## src/rtl/res_st_sched.sv

```systemverilog
// res_st_sched: reservation-station slot allocator and issue scheduler.
// Hands out the lowest free entry to the front end, tracks valid/ready per
// entry, accepts operand wakeups and selects ready entries round-robin for
// issue. An entry is freed by its issue.
//
// Build option: define QU_RES_ST_DUAL_ISSUE_EN to enable the second issue
// port. When it is undefined only port 0 selects and port 1 is tied to zero.
module res_st_sched #(
   parameter int RES_ST_DEPTH = 16,
   parameter int ADDR_W       = $clog2(RES_ST_DEPTH)
) (
   input  logic              clk,
   input  logic              rst,
   input  logic              flush,
   input  logic              alloc_req,
   input  logic              alloc_rdy_in,
   output logic              alloc_gnt,
   output logic [ADDR_W-1:0] alloc_addr,
   input  logic              wake_en,
   input  logic [ADDR_W-1:0] wake_addr,
   input  logic              schedule_en,
   output logic              iss0_valid,
   output logic [ADDR_W-1:0] iss0_addr,
   output logic              iss1_valid,
   output logic [ADDR_W-1:0] iss1_addr,
   output logic [ADDR_W:0]   free_cnt,
   output logic              full,
   output logic              empty
);

   localparam logic [ADDR_W:0] DEPTH_CNT = (ADDR_W+1)'(RES_ST_DEPTH);

   // Per-entry state and round-robin pointer
   logic [RES_ST_DEPTH-1:0] valid_q, valid_d;
   logic [RES_ST_DEPTH-1:0] ready_q, ready_d;
   logic [ADDR_W-1:0]       rr_ptr_q, rr_ptr_d;

   // Registered outputs
   logic              iss0_valid_q, iss0_valid_d;
   logic [ADDR_W-1:0] iss0_addr_q, iss0_addr_d;
   logic              iss1_valid_q, iss1_valid_d;
   logic [ADDR_W-1:0] iss1_addr_q, iss1_addr_d;
   logic [ADDR_W:0]   free_cnt_q, free_cnt_d;
   logic              full_q, full_d;
   logic              empty_q, empty_d;

   // Allocation and selection intermediates
   logic                    alloc_gnt_s;
   logic [ADDR_W-1:0]       alloc_idx_s;
   logic                    wake_hit_s;
   logic                    alloc_wake_s;
   logic [RES_ST_DEPTH-1:0] cand_s;
   logic                    sel_en_s;
   logic                    p0_found_s;
   logic [ADDR_W-1:0]       p0_idx_s;
   logic                    p0_take_s;
   logic                    p1_take_s;
   logic [ADDR_W-1:0]       p1_idx_s;
   logic [1:0]              issued_s;
`ifdef QU_RES_ST_DUAL_ISSUE_EN
   logic [RES_ST_DEPTH-1:0] p0_mask_s;
   logic [RES_ST_DEPTH-1:0] cand1_s;
   logic                    p1_found_s;
`endif

   // First set bit of vec scanning upward from start with wrap-around.
   // Returns {found, index}; index is 0 when nothing is set.
   function automatic logic [ADDR_W:0] find_first(
      input logic [RES_ST_DEPTH-1:0] vec,
      input logic [ADDR_W-1:0]       start
   );
      logic              found;
      logic [ADDR_W-1:0] idx;
      logic [ADDR_W-1:0] pos;
      found = 1'b0;
      idx   = '0;
      for (int i = 0; i < RES_ST_DEPTH; i++) begin
         pos = start + ADDR_W'(i);
         if (vec[pos] && !found) begin
            found = 1'b1;
            idx   = pos;
         end else begin
            found = found;
         end
      end
      return {found, idx};
   endfunction

   // Lowest free entry; scanning downward leaves the smallest free index.
   always_comb begin
      alloc_idx_s = '0;
      for (int i = RES_ST_DEPTH - 1; i >= 0; i--) begin
         alloc_idx_s = (!valid_q[i]) ? ADDR_W'(i) : alloc_idx_s;
      end
      alloc_gnt_s  = alloc_req & ~full_q & ~flush;
      alloc_wake_s = wake_en & (wake_addr == alloc_idx_s);
      // A wakeup only counts for a live entry or the one being allocated now
      wake_hit_s   = wake_en & ~flush &
                     (valid_q[wake_addr] | (alloc_gnt_s & (wake_addr == alloc_idx_s)));
   end

   assign alloc_gnt  = alloc_gnt_s;
   assign alloc_addr = alloc_idx_s;

   // Round-robin pick of up to two ready entries from registered state only
   always_comb begin
      cand_s                   = valid_q & ready_q;
      sel_en_s                 = schedule_en & ~flush;
      {p0_found_s, p0_idx_s}   = find_first(cand_s, rr_ptr_q);
      p0_take_s                = sel_en_s & p0_found_s;
`ifdef QU_RES_ST_DUAL_ISSUE_EN
      p0_mask_s                = '0;
      p0_mask_s[p0_idx_s]      = 1'b1;
      cand1_s                  = cand_s & ~p0_mask_s;
      {p1_found_s, p1_idx_s}   = find_first(cand1_s, p0_idx_s + ADDR_W'(1));
      p1_take_s                = p0_take_s & p1_found_s;
`else
      p1_idx_s                 = '0;
      p1_take_s                = 1'b0;
`endif
      issued_s                 = {1'b0, p0_take_s} + {1'b0, p1_take_s};
   end

   // Next-state for entry valid/ready bits and the round-robin pointer
   always_comb begin
      valid_d  = valid_q;
      ready_d  = ready_q;
      rr_ptr_d = rr_ptr_q;
      if (flush) begin
         valid_d  = '0;
         ready_d  = '0;
         rr_ptr_d = '0;
      end else begin
         if (wake_hit_s) begin
            ready_d[wake_addr] = 1'b1;
         end else begin
            ready_d = ready_d;
         end
         // Issued entries are freed at this edge
         if (p0_take_s) begin
            valid_d[p0_idx_s] = 1'b0;
            ready_d[p0_idx_s] = 1'b0;
         end else begin
            valid_d = valid_d;
         end
         if (p1_take_s) begin
            valid_d[p1_idx_s] = 1'b0;
            ready_d[p1_idx_s] = 1'b0;
         end else begin
            valid_d = valid_d;
         end
         // Allocated entry is never one being issued: issued entries are valid
         if (alloc_gnt_s) begin
            valid_d[alloc_idx_s] = 1'b1;
            ready_d[alloc_idx_s] = alloc_rdy_in | alloc_wake_s;
         end else begin
            valid_d = valid_d;
         end
         // Pointer moves past the last entry actually selected
         if (p1_take_s) begin
            rr_ptr_d = p1_idx_s + ADDR_W'(1);
         end else if (p0_take_s) begin
            rr_ptr_d = p0_idx_s + ADDR_W'(1);
         end else begin
            rr_ptr_d = rr_ptr_q;
         end
      end
   end

   // Next-state for issue ports, free count and occupancy flags
   always_comb begin
      iss0_valid_d = p0_take_s;
      iss1_valid_d = p1_take_s;
      iss0_addr_d  = p0_take_s ? p0_idx_s : iss0_addr_q;
      iss1_addr_d  = p1_take_s ? p1_idx_s : iss1_addr_q;
      if (flush) begin
         free_cnt_d = DEPTH_CNT;
      end else begin
         free_cnt_d = free_cnt_q + (ADDR_W+1)'(issued_s) - (ADDR_W+1)'(alloc_gnt_s);
      end
      full_d  = (free_cnt_d == '0);
      empty_d = (free_cnt_d == DEPTH_CNT);
   end

   // Entry state registers
   always_ff @(posedge clk or negedge rst) begin
      if (!rst) begin
         valid_q  <= '0;
         ready_q  <= '0;
         rr_ptr_q <= '0;
      end else begin
         valid_q  <= valid_d;
         ready_q  <= ready_d;
         rr_ptr_q <= rr_ptr_d;
      end
   end

   // Output registers
   always_ff @(posedge clk or negedge rst) begin
      if (!rst) begin
         iss0_valid_q <= 1'b0;
         iss0_addr_q  <= '0;
         iss1_valid_q <= 1'b0;
         iss1_addr_q  <= '0;
         free_cnt_q   <= DEPTH_CNT;
         full_q       <= 1'b0;
         empty_q      <= 1'b1;
      end else begin
         iss0_valid_q <= iss0_valid_d;
         iss0_addr_q  <= iss0_addr_d;
         iss1_valid_q <= iss1_valid_d;
         iss1_addr_q  <= iss1_addr_d;
         free_cnt_q   <= free_cnt_d;
         full_q       <= full_d;
         empty_q      <= empty_d;
      end
   end

   assign iss0_valid = iss0_valid_q;
   assign iss0_addr  = iss0_addr_q;
   assign iss1_valid = iss1_valid_q;
   assign iss1_addr  = iss1_addr_q;
   assign free_cnt   = free_cnt_q;
   assign full       = full_q;
   assign empty      = empty_q;

endmodule

```

## config.mk

```make
export PLATFORM = sky130hd
export DESIGN_NAME = res_st_sched
export DESIGN_NICKNAME = d
export VERILOG_FILES = /design/src/rtl/res_st_sched.sv
export SDC_FILE = /design/constraint.sdc
export NUM_CORES = 1
export LEC_CHECK = 0
export CAP_MARGIN = 0
export CORE_MARGIN = 2
export CORE_UTILIZATION = 56
export CTS_CLUSTER_SIZE = 24
export DETAILED_ROUTE_END_ITERATION = 16
export PLACE_DENSITY = 0.8
export SLEW_MARGIN = 20
export SYNTH_ARGS = -nofsm -noshare
export SYNTH_HDL_FRONTEND = slang
export SYNTH_SLANG_ARGS = --single-unit
```

## constraint.sdc

```tcl
create_clock -name clk -period 6.1 [get_ports clk]
set_input_delay 1.22 -clock clk [delete_from_list [all_inputs] [get_ports clk]]
set_output_delay 1.22 -clock clk [all_outputs]
set_load 0.01 [all_outputs]
```

# Word level (Yosys, flattened, before mapping)
# Index checks and enable logic that the tools add are counted.
# Widths: inputs -> output; s select.
[totals] register_bits=48 latch_bits=0 ram_bits=0 mem_bits_ro=0 inputBits=11 output_inout_bits=22 elab_cells=205 mem_count=0
[op_classes] add_sub_neg=18 n_mul=0 div_mod_pow=0 magnitude_cmp=22 n_eq_ne=2 shifts=0 mux=102 bitwise=18 reduce_logical=35
[ops] operator="$mux 16" count=10
[ops] operator="$mux 4" count=34
[ops] operator="$lt 4x5->1 const B" count=19
[ops] operator="$bmux 1 s4" count=17
[ops] operator="$and 16x16->16" count=3
[ops] operator="$mux 1" count=36
[ops] operator="$add 4x4->4 const B" count=8
[ops] operator="$or 16x16->16" count=2
[ops] operator="$logic_and 1x1->1" count=18
[ops] operator="$add 4x3->4 const B" count=4
[ops] operator="$bwmux 16" count=1
[ops] operator="$not 16->16" count=1
[ops] operator="$logic_not 1->1" count=15
[ops] operator="$demux 1 s4" count=3
[ops] operator="$ge 4x1->1 const B" count=3
[ops] operator="$add 4x1->4 const B" count=2
[ops] operator="$add 4x2->4 const B" count=2
[ops] operator="$and 1x1->1" count=8
[ops] operator="$add 5x1->5" count=1
[ops] operator="$eq 5x5->1 const B" count=1
[ops] operator="$logic_not 5->1" count=1
[ops] operator="$mux 5" count=1
[ops] operator="$sub 5x1->5" count=1
[ops] operator="$eq 4x4->1" count=1
[ops] operator="other kinds (3)" count=5

# Depth between registers and ports, before layout
# Gate-level depths: netlist of the first run.
[logic_depth] ltp_word=60 ltp_mapped=26 depth_no_buf=21

# Least setup slack after synthesis of the first run
# No wires, ideal clock.
[synth_path] kind="reg2reg" startpoint="register rr_ptr_q[1]" endpoint="register empty_q (netlist: empty)" setup_time_ns=0.069 arrival_ns=5.201 required_ns=6.031 setup_slack_ns=0.831 path_stages_with_launch=23 path_buffers=4 synth_period_minus_slack_ns=5.269 path_cell_list="dfrtp_1 clkbuf_1 inv_1 clkbuf_1 ha_1 buf_2 clkinv_1 mux4_2 mux2_2 or3_4 nor4_4 a211oi_1 buf_6 inv_1 ha_1 inv_1 ha_1 inv_1 fa_1 xor2_1 nor2_1 nor4_1 nor2b_1"
[synth_via] elab_chain_len=53 elab_cells_between_ends=98 classes_between="17 x add/sub; 1 x eq/ne; 49 x mux; 1 x bitwise; 30 x reduce/logical"
[synth_lines] item="start, declared" line="36" rtl="logic [ADDR_W-1:0] rr_ptr_q, rr_ptr_d;"
[synth_lines] item="start signal, assigned" line="194" rtl="rr_ptr_q <= rr_ptr_d;"
[synth_lines] item="branches (longest 47 deep; another with $add 4x1->4)"
[synth_lines] item="$mux 1 *" line="79" rtl="if (vec[pos] && !found) begin"
[synth_lines] item="$and 1x1->1 *" line="110" rtl="p0_take_s = sel_en_s & p0_found_s;"
[synth_lines] item="net iss0_valid_d" line="39" rtl="logic iss0_valid_q, iss0_valid_d;"
[synth_lines] item="$add 5x1->5 *" line="179" rtl="free_cnt_d = free_cnt_q + (ADDR_W+1)'(issued_s) - (ADDR_W+1)'(alloc_gnt_s);"
[synth_lines] item="$sub 5x1->5 *" line="179"
[synth_lines] item="$mux 5 *" line="176" rtl="if (flush) begin"
[synth_lines] item="net free_cnt_d[2]" line="43" rtl="logic [ADDR_W:0] free_cnt_q, free_cnt_d;"
[synth_lines] item="$eq 5x5->1 *" line="182" rtl="empty_d = (free_cnt_d == DEPTH_CNT);"
[synth_lines] item="net empty_d" line="45" rtl="logic empty_q, empty_d;"
[synth_lines] item="end signal, assigned" line="215" rtl="empty_q <= empty_d;"
[synth_lines] item="end, declared" line="45"
# Mark *: on every way through the listed nets, which the timed path passes. The select of a mux whose other input is x is not followed.
# A chain may end at the register's enable or synchronous reset.

# Worst setup path after layout of the first run
[layout_path] startpoint="register rr_ptr_q[1]" endpoint="register empty_q (netlist: empty)"
[layout_via] elab_chain_len=53 elab_cells_between_ends=98 classes_between="17 x add/sub; 1 x eq/ne; 49 x mux; 1 x bitwise; 30 x reduce/logical"
[layout_lines] item="branches (longest 47 deep; another with $add 4x1->4)"
[layout_lines] item="$mux 1 *" line="79"
[layout_lines] item="$and 1x1->1 *" line="110"
[layout_lines] item="$add 5x1->5 *" line="179"
[layout_lines] item="$sub 5x1->5 *" line="179"
[layout_lines] item="$mux 5 *" line="176"
[layout_lines] item="net free_cnt_d[2]" line="43"
[layout_lines] item="$eq 5x5->1 *" line="182"
[layout_lines] item="net empty_d" line="45"
# Marked as above.

==> summary.json, run 1 <==
{
  "setup_path": {
    "critical_path_buf_inv_count": 5,
    "worstReg2RegEnd": "empty",
    "cpLargestDelayFamily": "compound AO/OA/AOI/OAI gates",
    "slowest_stage": "sky130_fd_sc_hd__a21boi_0",
    "crit_path_end_kind": "register",
    "critPathLaunchType": "register",
    "worstPathCellList": "inv_1 -> buf_4 -> ha_1 -> a21boi_0 -> xnor2_1 -> a41oi_1 -> o211ai_1 -> or3_4 -> nor4_4 -> a211oi_1 -> inv_1 -> ha_1 -> inv_1 -> ha_1 -> inv_1 -> fa_1 -> xor2_1 -> nor2_1 -> nor4_1 -> nor2b_1",
    "regToRegSetupSlack_ns": 0.53,
    "reg2reg_from": "rr_ptr_q[1]",
    "arrival_ns": 5.82,
    "worstPathMaxFanout": 17,
    "required_time_at_the_worst_slack_endpoint_ns": 6.35,
    "worst_path_most_repeated_cell": "sky130_fd_sc_hd__inv_1",
    "worstSetupStartpoint": "rr_ptr_q[1]",
    "r2r.worst_path.cells": 20,
    "timing.critical_path.slowest_cell_delay_ns": 0.53,
    "criticalPathCategory": "reg -> reg"
  },
  "placement": {
    "number_of_port_buffers": 27,
    "place.detailed.hpwl_um": 17600,
    "post_dp_cell_area_um2": 6360,
    "pre_cts_ws_ns": 0.713,
    "gp_routability_congestion": 1.04
  },
  "final_layout": {
    "layout.filler_cells": 955,
    "final_core_utilization_pct": 59.9,
    "multiInputGateArea_um2": 4510,
    "layout_common_cells": "sky130_fd_sc_hd__nand2_1, sky130_fd_sc_hd__dfrtp_1, sky130_fd_sc_hd__nand3_1",
    "nets": 777,
    "antenna_cells": 0,
    "finished_cell_area_um2": 6460,
    "flow.area_growth_from_synthesis_pct": 5.19,
    "ff_latch_area_um2": 1200,
    "drive_above_1_share_pct": 11.3,
    "most_common_library_cell_in_the_layout_ignoring_fill_and_taps": "sky130_fd_sc_hd__nand2_1"
  },
  "power_and_ir_drop": {
    "power_frac_clock_pct": 5.8,
    "p_int_mw": 1.42,
    "peakVddDrop_uv": 361,
    "power_leakage_nw": 2.37,
    "fin_total_pwr_mw": 3.34,
    "power_density_nw_per_um2": 517,
    "sequentialPowerShare_pct": 13.1,
    "netSwitchingPower_mw": 1.93,
    "p_sw_share_pct": 57.7,
    "comb_power_share_pct": 81.1
  },
  "global_routing": {
    "grt_max_degree": 49,
    "gr-total-overflow": 0,
    "globalRouteTotalUtil_pct": 40.2,
    "grt_pass1_wl_um": 36100,
    "grt_antenna_before_repair": 0,
    "via_count_of_the_first_global_routing_pass": 6445
  },
  "cts": {
    "tritoncts_clock_tree": "done",
    "cts_setup_buffers": 0,
    "cts_max_path_buffers": 2,
    "cts_repair_resize_count": 0,
    "cts_made_buffers": 5,
    "worstSkewPairLatency_ns": 0.31,
    "postCtsHoldBufs": 0,
    "clk_pin_slew_worst_paths_ns": 0.09,
    "cts.htree.levels": 2,
    "clkSinkCount": 48,
    "cts-root-buf": "sky130_fd_sc_hd__clkbuf_8"
  },
  "sta": {
    "final_min_period_over_clock_period_pct": 91.3,
    "finalCriticalPeriod_ns": 5.57,
    "setup-violations-final": 0,
    "max-slew-margin-rel_pct": 36.3,
    "tightest_slew_ns": 0.942,
    "skew_ns": 0.00965,
    "clock.fmax_mhz": 180,
    "rsz0062_at_grt": "no",
    "final.setup.worst_slack_ns": 0.531,
    "final_hold_viol_count": 0,
    "slew_viol_final": 0,
    "fin_tns_setup_ns": 0
  },
  "routing": {
    "routed_via_density": 7.63,
    "ant_nets": 0,
    "detailedRoute.firstPassIterationCount": 9,
    "drt_first_iter_violations": 906,
    "routed_wirelength_um": 23100,
    "post-route-drc-count": 0,
    "vias": 6791,
    "wl_per_cell_um": 26.0
  },
  "synthesis": {
    "post_synth_inst_count": 760,
    "synth-adder-area-share_pct": 3.58,
    "number_of_distinct_standard_cells_referenced_by_the_synthesized_netlist": 98,
    "area_fraction_in_and_or_nand_and_nor_cells_after_synthesis_pct": 27.9,
    "synth.yosys.seq_area_share_pct": 19.6,
    "synthArstFlopShare_pct": 100,
    "synth-edff-count": 0,
    "post_synth_mux_area_share_pct": 10.0,
    "synthXorXnorAreaFrac_pct": 2.85,
    "synth_compound_gate_area_share_pct": 28.6,
    "yosys_warnings": 0,
    "ys_seq_elements": 48,
    "synth_top_family_by_area": "compound AO/OA/AOI/OAI gates",
    "yosys_most_used_dff": "sky130_fd_sc_hd__dfrtp_1",
    "netlist_area_um2": 6140,
    "avgSynthCellArea_um2": 8.08
  },
  "floorplan": {
    "floorplan.initialDensity_pct": 56.9,
    "rows": 38,
    "die_footprint_um2": 11800,
    "die_width_um": 109,
    "floorplan.core_area_um2": 10800,
    "ioPinCount": 33,
    "chipHeight_um": 109
  },
  "min_path": {
    "hp-class": "reg -> reg",
    "hold_path_depth": 1,
    "hold_end": "iss0_addr[3]",
    "worstHoldStart": "iss0_addr[3]"
  },
  "run": {
    "maximum_capacitance_violations": 0
  },
  "status": {
    "run_status": "finished clean"
  }
}
final cells by class:
cell class / count / share of cell area [%]
inverters: 27 / 1.57
multi-input cells: 625 / 69.8
flip-flops and latches: 48 / 18.6
repair buffers: 42 / 5.89
well taps: 140 / 2.71
clock buffers: 6 / 1.12
clock inverters: 2 / 0.252
per-layer routing:
metal	global-route usage, %	wire length (um)
met5	0	0
met4	22.3	1360
met3	6.87	2680
met2	62.9	10400
met1	53.0	8650
sequential cells by signal, indices dropped and copies added, names as in the netlist:
name        count
iss0_addr       4
ready_q        16
rr_ptr_q        4
iss0_valid      1
valid_q        16
empty           1
full            1
free_cnt        5
how the worst max path moves through the flow:
| stage | endpoint | slack, ns | cells after the start |
|---|---|---|---|
| 2_1_floorplan | empty | 0.83 | 22 |
| 3_3_place_gp | empty | 0.68 | 20 |
| 3_5_place_dp | full | 0.71 | 20 |
| 4_1_cts | full | 0.68 | 20 |
| 5_1_grt | empty | 0.19 | 20 |
| 6_report | empty | 0.53 | 20 |
logic make-up after synthesis:
logic type	Yosys count
AND/OR/NAND/NOR	314
adder cells (fa/ha/maj)	17
multiplexers	35
AO/OA/AOI/OAI	234
other	1
flip-flops	48
buffers and inverters	91
XOR/XNOR	20
power groups by stage:
stage / sequential (mW) / clock, mW / combinational, mW
3_3_place_gp: 0.439 / 0 / 2.61
6_report: 0.438 / 0.196 / 2.71
2_1_floorplan: 0.418 / 0 / 2.00
3_5_place_dp: 0.441 / 0 / 2.59
4_1_cts: 0.436 / 0.200 / 2.61
5_1_grt: 0.443 / 0.212 / 2.90
synthesized netlist by cell type (5+ instances only):
cell	instances	area [um2]
sky130_fd_sc_hd__nand2_1	90	338
sky130_fd_sc_hd__dfrtp_1	46	1150
sky130_fd_sc_hd__nand3_1	42	210
sky130_fd_sc_hd__nor2_1	41	154
sky130_fd_sc_hd__clkbuf_1	37	139
sky130_fd_sc_hd__o21ai_0	34	170
sky130_fd_sc_hd__nand4_1	31	194
sky130_fd_sc_hd__a21oi_1	29	145
sky130_fd_sc_hd__inv_1	22	82.6
sky130_fd_sc_hd__and2_1	21	131
sky130_fd_sc_hd__mux4_2	18	405
sky130_fd_sc_hd__a211oi_1	17	128
sky130_fd_sc_hd__ha_1	16	200
sky130_fd_sc_hd__nor3_1	15	75.1
sky130_fd_sc_hd__xnor2_1	15	131
sky130_fd_sc_hd__o32ai_1	13	114
sky130_fd_sc_hd__a21o_1	12	90.1
sky130_fd_sc_hd__nor4_1	10	62.6
sky130_fd_sc_hd__o211ai_1	10	75.1
sky130_fd_sc_hd__a21boi_0	9	67.6
sky130_fd_sc_hd__a41oi_1	9	78.8
sky130_fd_sc_hd__a31oi_1	8	50.1
sky130_fd_sc_hd__buf_2	8	40.0
sky130_fd_sc_hd__mux2i_1	8	80.1
sky130_fd_sc_hd__o31ai_1	8	60.1
sky130_fd_sc_hd__buf_4	7	52.6
sky130_fd_sc_hd__mux2_2	7	78.8
sky130_fd_sc_hd__nand3b_1	7	52.6
sky130_fd_sc_hd__a22oi_1	6	45.0
sky130_fd_sc_hd__nor2b_1	6	37.5
sky130_fd_sc_hd__nor4_2	6	75.1
sky130_fd_sc_hd__o2111ai_1	6	52.6
sky130_fd_sc_hd__o22ai_1	6	37.5
sky130_fd_sc_hd__a22o_1	5	43.8
sky130_fd_sc_hd__and3_1	5	31.3
sky130_fd_sc_hd__buf_6	5	56.3
sky130_fd_sc_hd__nand2b_1	5	31.3
sky130_fd_sc_hd__nor3b_1	5	37.5
sky130_fd_sc_hd__o221ai_1	5	43.8
sky130_fd_sc_hd__or2_2	5	31.3
sky130_fd_sc_hd__xor2_1	5	43.8
through the flow:
step | hold WS [ns] | std cells
global route | 0.521 | 890
finish | 0.504 | 890
floorplan | 0.513 | 764
global placement | 0.476 | 882
detailed placement | 0.488 | 882
CTS | 0.508 | 890
Note: power is estimated with default switching activity, not from simulation.
==> inputs of run 2 (changes only) <==
--- a/config.mk
+++ b/config.mk
@@ -7,10 +7,10 @@
 export LEC_CHECK = 0
 export CAP_MARGIN = 0
 export CORE_MARGIN = 2
-export CORE_UTILIZATION = 56
+export CORE_UTILIZATION = 55
 export CTS_CLUSTER_SIZE = 24
 export DETAILED_ROUTE_END_ITERATION = 16
-export PLACE_DENSITY = 0.8
+export PLACE_DENSITY = 0.79
 export SLEW_MARGIN = 20
 export SYNTH_ARGS = -nofsm -noshare
 export SYNTH_HDL_FRONTEND = slang
==> run 2 against run 1 <==
Register-to-register slack got worse by 0.17 ns. Cell count up 0.11%. Via count is the same. Combinational power hardly changed. Fmax shrank 2.9%. Critical path depth shrank 1. Setup slack got worse by 0.17 ns. Largest cell class unchanged. Highest routed layer unchanged.
==> summary.json, run 2 (synthesized netlist as in run 1, its figures left out) <==
{
  "status": {
    "run_status": "finished clean"
  },
  "global_routing": {
    "via_count_of_the_first_global_routing_pass": 6313,
    "gr-total-overflow": 0,
    "use_met2_pct": 61.9,
    "grt_max_degree": 49,
    "gr-usage-met3_pct": 7.88,
    "met1_usage_pct": 51.4,
    "grt_most_used_layer": "met2",
    "globalRouteTotalUtil_pct": 39.4,
    "grt_antenna_before_repair": 0,
    "grt_pass1_wl_um": 35900
  },
  "sta": {
    "clock.fmax_mhz": 174,
    "fin_tns_setup_ns": 0,
    "finalCriticalPeriod_ns": 5.74,
    "rsz0062_at_grt": "no",
    "final_min_period_over_clock_period_pct": 94.0,
    "setup-violations-final": 0,
    "slew_viol_final": 0,
    "max-slew-margin-rel_pct": 26.2,
    "final_hold_viol_count": 0,
    "tightest_slew_ns": 1.10,
    "skew_ns": 0.0155
  },
  "setup_path": {
    "arrival_ns": 5.99,
    "cpLargestDelayFamily": "adder cells",
    "slowest_stage": "sky130_fd_sc_hd__dfrtp_2",
    "timing.critical_path.slowest_cell_delay_ns": 0.63,
    "critical_path_buf_inv_count": 4,
    "criticalPathCategory": "reg -> reg",
    "worstPathMaxFanout": 20,
    "crit_path_end_kind": "register",
    "critPathLaunchType": "register",
    "worstPathCellList": "ha_1 -> xor2_1 -> o2111ai_1 -> a41o_1 -> a32oi_2 -> nand4_4 -> nor4_4 -> a211oi_1 -> buf_4 -> inv_1 -> ha_1 -> inv_1 -> ha_1 -> inv_1 -> fa_1 -> xor2_1 -> nor2_1 -> nor4_1 -> nor2b_1",
    "r2r.worst_path.cells": 19,
    "critical_path_cell_count": 19,
    "required_time_at_the_worst_slack_endpoint_ns": 6.35
  },
  "final_layout": {
    "finished_cell_area_um2": 6480,
    "most_common_library_cell_in_the_layout_ignoring_fill_and_taps": "sky130_fd_sc_hd__nand2_1",
    "layout.filler_cells": 1015,
    "nets": 778,
    "layout_common_cells": "sky130_fd_sc_hd__nand2_1, sky130_fd_sc_hd__dfrtp_1, sky130_fd_sc_hd__nand3_1",
    "drive_above_1_share_pct": 11.3,
    "antenna_cells": 0,
    "flow.area_growth_from_synthesis_pct": 5.48
  },
  "power_and_ir_drop": {
    "p_int_mw": 1.44,
    "peakVddDrop_uv": 362,
    "power_density_nw_per_um2": 526,
    "power_leakage_nw": 2.39,
    "sequentialPowerShare_pct": 12.9,
    "p_sw_share_pct": 57.6,
    "comb_power_share_pct": 80.3,
    "netSwitchingPower_mw": 1.96,
    "power_frac_clock_pct": 6.8
  },
  "floorplan": {
    "die_width_um": 110,
    "floorplan.core_area_um2": 10900,
    "chipHeight_um": 110,
    "ioPinCount": 33,
    "floorplan.initialDensity_pct": 56.4,
    "rows": 38,
    "die_footprint_um2": 12000
  },
  "cts": {
    "cts.htree.levels": 2,
    "clk_pin_slew_worst_paths_ns": 0.09,
    "clkSinkCount": 48,
    "cts-root-buf": "sky130_fd_sc_hd__clkbuf_8",
    "cts_repair_resize_count": 0,
    "tritoncts_clock_tree": "done",
    "postCtsHoldBufs": 0,
    "cts_setup_buffers": 0,
    "cts_made_buffers": 5,
    "cts_max_path_buffers": 2,
    "worstSkewPairLatency_ns": 0.31
  },
  "min_path": {
    "hp-class": "reg -> reg",
    "hold_path_depth": 1
  },
  "routing": {
    "ant_nets": 0,
    "wl_per_cell_um": 25.9,
    "post-route-drc-count": 0,
    "drt_first_iter_violations": 766,
    "routed_via_density": 7.62,
    "routed_wirelength_um": 23100,
    "vias": 6791,
    "detailedRoute.firstPassIterationCount": 8
  },
  "placement": {
    "place.detailed.hpwl_um": 17400,
    "number_of_port_buffers": 27,
    "gp_routability_congestion": 1.06,
    "post_dp_cell_area_um2": 6370
  },
  "run": {
    "maximum_capacitance_violations": 0
  }
}
run 2: final cells by class:
type / instances / area, um2 / share of cell area, %
Multi-Input combinational cell: 625 / 4510 / 69.5
Timing Repair Buffer: 43 / 385 / 5.95
Clock inverter: 2 / 35.0 / 0.541
Tap cell: 140 / 175 / 2.70
Clock buffer: 6 / 72.6 / 1.12
Inverter: 27 / 101 / 1.56
Sequential cell: 48 / 1200 / 18.6
run 2: path summary, 6_finish.rpt:
| path | slack, ns | to | from |
|---|---|---|---|
| setup / recovery | 0.36 | empty | rr_ptr_q[0] |
| hold / removal | 0.50 | iss0_addr[3] | iss0_addr[3] |
| setup reg to reg | 0.36 | empty | rr_ptr_q[0] |
| hold reg to reg | 0.50 | iss0_addr[3] | iss0_addr[3] |
| max in group asynchronous | 4.67 | rr_ptr_q[0] | rst |
| min in group asynchronous | 0.99 | valid_q[0] | rst |
run 2: layer usage:
metal / vias up / share of wire (%)
met5: - / 0
met4: 0 / 6.4
met3: 130 / 12
met2: 548 / 45
met1: 3201 / 37
li1: 2912 / -
run 2: worst reg2reg max path: stages (launching register included):
cell,delay (ns)
sky130_fd_sc_hd__dfrtp_2,0.63
sky130_fd_sc_hd__ha_1,0.55
sky130_fd_sc_hd__xor2_1,0.55
sky130_fd_sc_hd__o2111ai_1,0.30
sky130_fd_sc_hd__a41o_1,0.39
sky130_fd_sc_hd__a32oi_2,0.44
sky130_fd_sc_hd__nand4_4,0.27
sky130_fd_sc_hd__nor4_4,0.36
sky130_fd_sc_hd__a211oi_1,0.14
sky130_fd_sc_hd__buf_4,0.20
sky130_fd_sc_hd__inv_1,0.14
sky130_fd_sc_hd__ha_1,0.25
sky130_fd_sc_hd__inv_1,0.06
sky130_fd_sc_hd__ha_1,0.16
sky130_fd_sc_hd__inv_1,0.06
sky130_fd_sc_hd__fa_1,0.40
sky130_fd_sc_hd__xor2_1,0.18
sky130_fd_sc_hd__nor2_1,0.08
sky130_fd_sc_hd__nor4_1,0.34
sky130_fd_sc_hd__nor2b_1,0.19
run 2: stage by stage:
stage	hold WS, ns	utilization, %	power [mW]	std cells	setup WS (ns)
2_1_floorplan	0.513	-	2.42	764	0.831
3_3_place_gp	0.480	58.5	3.06	883	0.645
3_5_place_dp	0.485	58.5	3.07	883	0.555
4_1_cts	0.506	59.5	3.31	891	0.505
5_1_grt	0.523	59.5	3.62	891	0.0795
6_report	0.503	59.5	3.41	891	0.363
run 2: power by group through the flow:
stage               Sequential [mW]  Clock (mW)  Combinational (mW)
finish                        0.440       0.231                2.74
global route                  0.445       0.245                2.93
CTS                           0.437       0.234                2.64
detailed placement            0.443           0                2.63
global placement              0.442           0                2.62
floorplan                     0.418           0                2.00
==> inputs of run 3 (changes only) <==
--- a/config.mk
+++ b/config.mk
@@ -6,11 +6,13 @@
 export NUM_CORES = 1
 export LEC_CHECK = 0
 export CAP_MARGIN = 0
+export CELL_PAD_IN_SITES_DETAIL_PLACEMENT = 0
+export CELL_PAD_IN_SITES_GLOBAL_PLACEMENT = 1
 export CORE_MARGIN = 2
-export CORE_UTILIZATION = 55
+export CORE_UTILIZATION = 47
 export CTS_CLUSTER_SIZE = 24
 export DETAILED_ROUTE_END_ITERATION = 16
-export PLACE_DENSITY = 0.79
+export PLACE_DENSITY = 0.87
 export SLEW_MARGIN = 20
 export SYNTH_ARGS = -nofsm -noshare
 export SYNTH_HDL_FRONTEND = slang
==> run 3 against run 2 <==
Clock skew shrank 0.012 ns. Cell count up 3.8%. Die area grew 16%. Register-to-register slack improved by 0.09 ns. Core utilization down 7.4 points. Clock power is 36% higher.
==> summary.json, run 3 (synthesized netlist as in run 1, its figures left out) <==
{
  "status": {
    "run_status": "finished clean"
  },
  "global_routing": {
    "gr-total-overflow": 0,
    "grt_most_used_layer": "met2",
    "use_met2_pct": 51.2,
    "via_count_of_the_first_global_routing_pass": 6052,
    "grt_pass1_wl_um": 35500,
    "gr-usage-met3_pct": 3.86,
    "globalRouteTotalUtil_pct": 32.3,
    "grt_max_degree": 66,
    "met1_usage_pct": 42.1,
    "grt_antenna_before_repair": 0
  },
  "sta": {
    "skew_ns": 0.00297,
    "setup-violations-final": 0,
    "fin_tns_setup_ns": 0,
    "final.setup.worst_slack_ns": 0.456,
    "finalCriticalPeriod_ns": 5.64,
    "tightest_slew_ns": 1.05,
    "rsz0062_at_grt": "no",
    "final_hold_viol_count": 0,
    "max-slew-margin-rel_pct": 28.7,
    "final_min_period_over_clock_period_pct": 92.5,
    "slew_viol_final": 0,
    "clock.fmax_mhz": 177
  },
  "cts": {
    "cts_made_buffers": 5,
    "tritoncts_clock_tree": "done",
    "cts_setup_buffers": 0,
    "clkSinkCount": 48,
    "cts_max_path_buffers": 2,
    "clk_pin_slew_worst_paths_ns": 0.06,
    "cts-root-buf": "sky130_fd_sc_hd__clkbuf_16",
    "cts_repair_resize_count": 0,
    "cts.htree.levels": 2,
    "worstSkewPairLatency_ns": 0.29,
    "postCtsHoldBufs": 0
  },
  "power_and_ir_drop": {
    "fin_total_pwr_mw": 3.47,
    "power_density_nw_per_um2": 526,
    "peakVddDrop_uv": 321,
    "power_leakage_nw": 2.42
  },
  "floorplan": {
    "ioPinCount": 33,
    "rows": 41,
    "die_footprint_um2": 14000,
    "floorplan.initialDensity_pct": 48.5,
    "die_width_um": 118,
    "chipHeight_um": 118,
    "floorplan.core_area_um2": 12700
  },
  "setup_path": {
    "critical_path_buf_inv_count": 4,
    "regToRegSetupSlack_ns": 0.46,
    "worstPathCellList": "buf_4 -> o21ai_0 -> o22ai_1 -> or4_1 -> nand4_4 -> nor4_4 -> a211oi_2 -> inv_1 -> ha_1 -> inv_1 -> ha_1 -> inv_1 -> fa_1 -> xor2_1 -> nor2_1 -> nor4_1 -> and2_1",
    "required_time_at_the_worst_slack_endpoint_ns": 6.33,
    "criticalPathCategory": "reg -> reg",
    "worst_path_most_repeated_cell": "sky130_fd_sc_hd__inv_1",
    "critPathLaunchType": "register",
    "cpLargestDelayFamily": "compound AO/OA/AOI/OAI gates",
    "timing.critical_path.slowest_cell_delay_ns": 0.76,
    "crit_path_end_kind": "register",
    "slowest_stage": "sky130_fd_sc_hd__a211oi_2",
    "worstPathMaxFanout": 65,
    "arrival_ns": 5.88
  },
  "run": {
    "maximum_capacitance_violations": 0
  },
  "final_layout": {
    "flow.area_growth_from_synthesis_pct": 7.49,
    "antenna_cells": 0,
    "most_common_library_cell_in_the_layout_ignoring_fill_and_taps": "sky130_fd_sc_hd__nand2_1",
    "multiInputGateArea_um2": 4520,
    "finished_cell_area_um2": 6600,
    "drive_above_1_share_pct": 11.7,
    "final_core_utilization_pct": 52.1,
    "layout_common_cells": "sky130_fd_sc_hd__nand2_1, sky130_fd_sc_hd__dfrtp_1, sky130_fd_sc_hd__nand3_1",
    "ff_latch_area_um2": 1200,
    "layout.filler_cells": 1222,
    "nets": 780
  },
  "routing": {
    "vias": 6542,
    "detailedRoute.firstPassIterationCount": 5,
    "routed_wirelength_um": 23200,
    "drt_first_iter_violations": 632,
    "routed_via_density": 7.07,
    "wl_per_cell_um": 25.1,
    "ant_nets": 0,
    "post-route-drc-count": 0
  },
  "placement": {
    "post_dp_cell_area_um2": 6430,
    "place.detailed.hpwl_um": 17900,
    "gp_routability_congestion": 1.03,
    "number_of_port_buffers": 27,
    "pre_cts_ws_ns": 0.570
  },
  "min_path": {
    "hp-class": "reg -> reg"
  }
}
run 3: metal layers:
metal,wire [um],vias up
met1,9290,3120
li1,-,2930
met5,0,-
met3,1760,89
met4,1640,0
met2,10500,403
run 3: worst paths after layout:
check                                     to  cells past startpoint          from
worst max-delay path                    full                     17   rr_ptr_q[0]
worst min-delay path            iss0_addr[2]                      2  iss0_addr[2]
worst max register to register          full                     17   rr_ptr_q[0]
worst min register to register  iss0_addr[2]                      2  iss0_addr[2]
max in group asynchronous        rr_ptr_q[0]                      1           rst
min in group asynchronous               full                      1           rst
run 3: report_power, final:
part	internal [mW]	leakage, nW	switching, mW
Combinational	0.963	1.70	1.77
Sequential	0.371	0.644	0.0522
Clock	0.194	0.0781	0.121
Total	1.53	2.42	1.94
run 3: worst register-to-register path, delay by kind of cell (launching register included):
family	cells	cell delay, ns
flops	1	0.42
fa+ha+maj	3	0.88
buf+inv	4	0.71
xor+xnor	1	0.17
simple gates	6	1.63
compound gates	3	1.78
run 3: final cells by class:
| cell class | count | share of cell area (%) |
|---|---|---|
| Multi-Input combinational cell | 625 | 68.4 |
| Sequential cell | 48 | 18.2 |
| Timing Repair Buffer | 45 | 6.10 |
| Tap cell | 172 | 3.26 |
| Clock buffer | 7 | 2.01 |
| Inverter | 27 | 1.53 |
| Clock inverter | 1 | 0.455 |
run 3: metrics by stage:
stage / hold WS [ns] / instances
detailed placement: 0.477 / 917
global placement: 0.480 / 917
CTS: 0.491 / 925
floorplan: 0.513 / 764
global route: 0.520 / 925
finish: 0.489 / 925
==> patch: new RTL, flow settings as in run 3 <==
Put one more register stage on the output `free_cnt`. The value now appears one clock later. The other outputs are not delayed to match.
--- a/src/rtl/res_st_sched.sv
+++ b/src/rtl/res_st_sched.sv
@@ -220,7 +220,9 @@
    assign iss0_addr  = iss0_addr_q;
    assign iss1_valid = iss1_valid_q;
    assign iss1_addr  = iss1_addr_q;
-   assign free_cnt   = free_cnt_q;
+   always_ff @(posedge clk) begin
+      free_cnt <= free_cnt_q;
+   end
    assign full       = full_q;
    assign empty      = empty_q;
 
Behaviour: not the same (Yosys sat finds a counterexample within 4 cycles, from zero or initial values and one cycle with rst low).
==> patch against run 3 <==
Via count decreased by 6.7%. Core utilization increased by 0.39 points. Total power decreased by 25%. Routed wire length decreased by 15%. Worst setup slack improved by 480 ps. Design area decreased by 4.1%. Hold slack got worse by 94 ps. Synthesized area decreased by 4.9%. Sequential share of layout area increased by 2.3 points. Sequential cell count increased by 5. Critical endpoint is now empty$_DFF_PN1_. Largest cell class unchanged. Highest routed layer unchanged.
==> patch: results (changes against run 3) <==
ys async rst share=90.6% (was 100%); Pleak=2.31 nW (was 2.42 nW); Post-DP HPWL=14.9 mm (was 17.9 mm); Initial DRT Pass Iterations=7 (was 5); DR vias/cell=7.06 (was 7.07); GPL Wtd Cong=1.03 (about the same); cell at the slowest stage of the critical path=o41ai_1 (was a211oi_2); Worst Clk Skew=7.73 ps (was 2.97 ps); run status=finished clean (unchanged); Tot GR Track Use=29.9% (was 32.3%); placed insts=856 (was 917); nets=723 (was 780); Seq/Total Area, Yosys=22.3% (was 19.6%); Syn Area/Cell=8.43 sq um (was 8.08 sq um); iteration-0 DRC count of the detailed router=707 (was 632); Synth Flop Type=dfrtp_1 (unchanged); vias in the first global route=5797 (was 6052); share of layout cells above drive strength 1=11.5% (was 11.7%); Worst path max stage delay=940 ps (was 760 ps); crit path max fanout=55 (was 65); CP arrival=5380 ps (was 5880 ps); largest net degree at the start of global routing=56 (was 66); first-pass GRT wire length=30.8 mm (was 35.5 mm); Slew Limit Headroom=31.5% (was 28.7%); Worst VDD drop=0.000315 V (was 0.000321 V); switch share=51.7% (was 56.0%); Yosys cell types=84 (was 98); dpl cell area=6180 sq um (was 6430 sq um); Post-synth top cells=nor2_1 (62), nand2_1 (55), dfrtp_1 (46), o21ai_0 (38), inv_1 (36) (was nand2_1 (90), dfrtp_1 (46), nand3_1 (42), nor2_1 (41), clkbuf_1 (37)); ranking of synthesized cells by area=dfrtp_1 (20%), mux4_2 (12%), nor2_1 (4.0%) (was dfrtp_1 (19%), mux4_2 (6.6%), nand2_1 (5.5%)); wire per inst=22.9 um (was 25.1 um)
[patch: cell count changes in the layout (fill, tap and decap cells not counted), sizes merged, moves of 12 or more]
cell,run 3,this run
nand2,92,55
mux4,20,32
nor2,41,62
inv,24,37
nand4,32,14
and2,23,8
nand3,42,29
[patch: power groups by stage]
| stage | registers [mW] | logic [mW] | clock network (mW) |
|---|---|---|---|
| after floorplan | 0.472 | 1.32 | 0 |
| after global placement | 0.466 | 1.80 | 0 |
| after detailed placement | 0.469 | 1.80 | 0 |
| after CTS | 0.464 | 1.81 | 0.291 |
| after global routing | 0.469 | 2.01 | 0.302 |
| final | 0.464 | 1.86 | 0.286 |
[patch: cell families after synthesis]
| family | count (synthesis) | share of synthesized area [%] |
|---|---|---|
| muxes | 48 | 15.2 |
| other | 1 | 0.0642 |
| DFF | 53 | 22.3 |
| and+or+nand+nor | 245 | 21.2 |
| AOI/OAI and AO/OA | 217 | 26.9 |
| buffers and inverters | 88 | 6.68 |
| adders and majority gates | 17 | 3.77 |
| xor gates and xnor gates | 24 | 3.86 |
[patch: layout make-up]
type	count	area, sq um
fillers	1152	5730
multi-input cells	556	4160
flip-flops and latches	53	1300
repair buffers	39	358
well taps	168	210
inverters	40	150
clock buffers	7	143
clock inverters	1	7.51
[patch: worst paths after layout]
check	from	endpoint	slack, ps	cells after the start
max reg2reg	rr_ptr_q[0]$_DFFE_PN0P_	empty$_DFF_PN1_	940	16
max	rr_ptr_q[0]$_DFFE_PN0P_	empty$_DFF_PN1_	940	16
min reg2reg	free_cnt_q[0]$_DFF_PN0_	free_cnt[0]$_DFF_P_	390	0
min	free_cnt_q[0]$_DFF_PN0_	free_cnt[0]$_DFF_P_	390	0
min in group asynchronous	rst	valid_q[2]$_DFF_PN0_	940	1
max in group asynchronous	rst	valid_q[13]$_DFF_PN0_	4730	1
[patch: through the flow]
stage	hold slack [ps]	worst slack, ps
finish	395	938
global route	403	548
CTS	400	1040
detailed placement	379	1090
global placement	354	1210
floorplan	347	1220
[patch: per-layer routing]
metal  up-vias  routed length [um]  track usage (%)
li1       2671                   -                -
met1      2893                7690             39.6
met2       443                9040             47.3
met3        96                1940             4.39
met4         0                1080             16.8
met5         -                   0                0
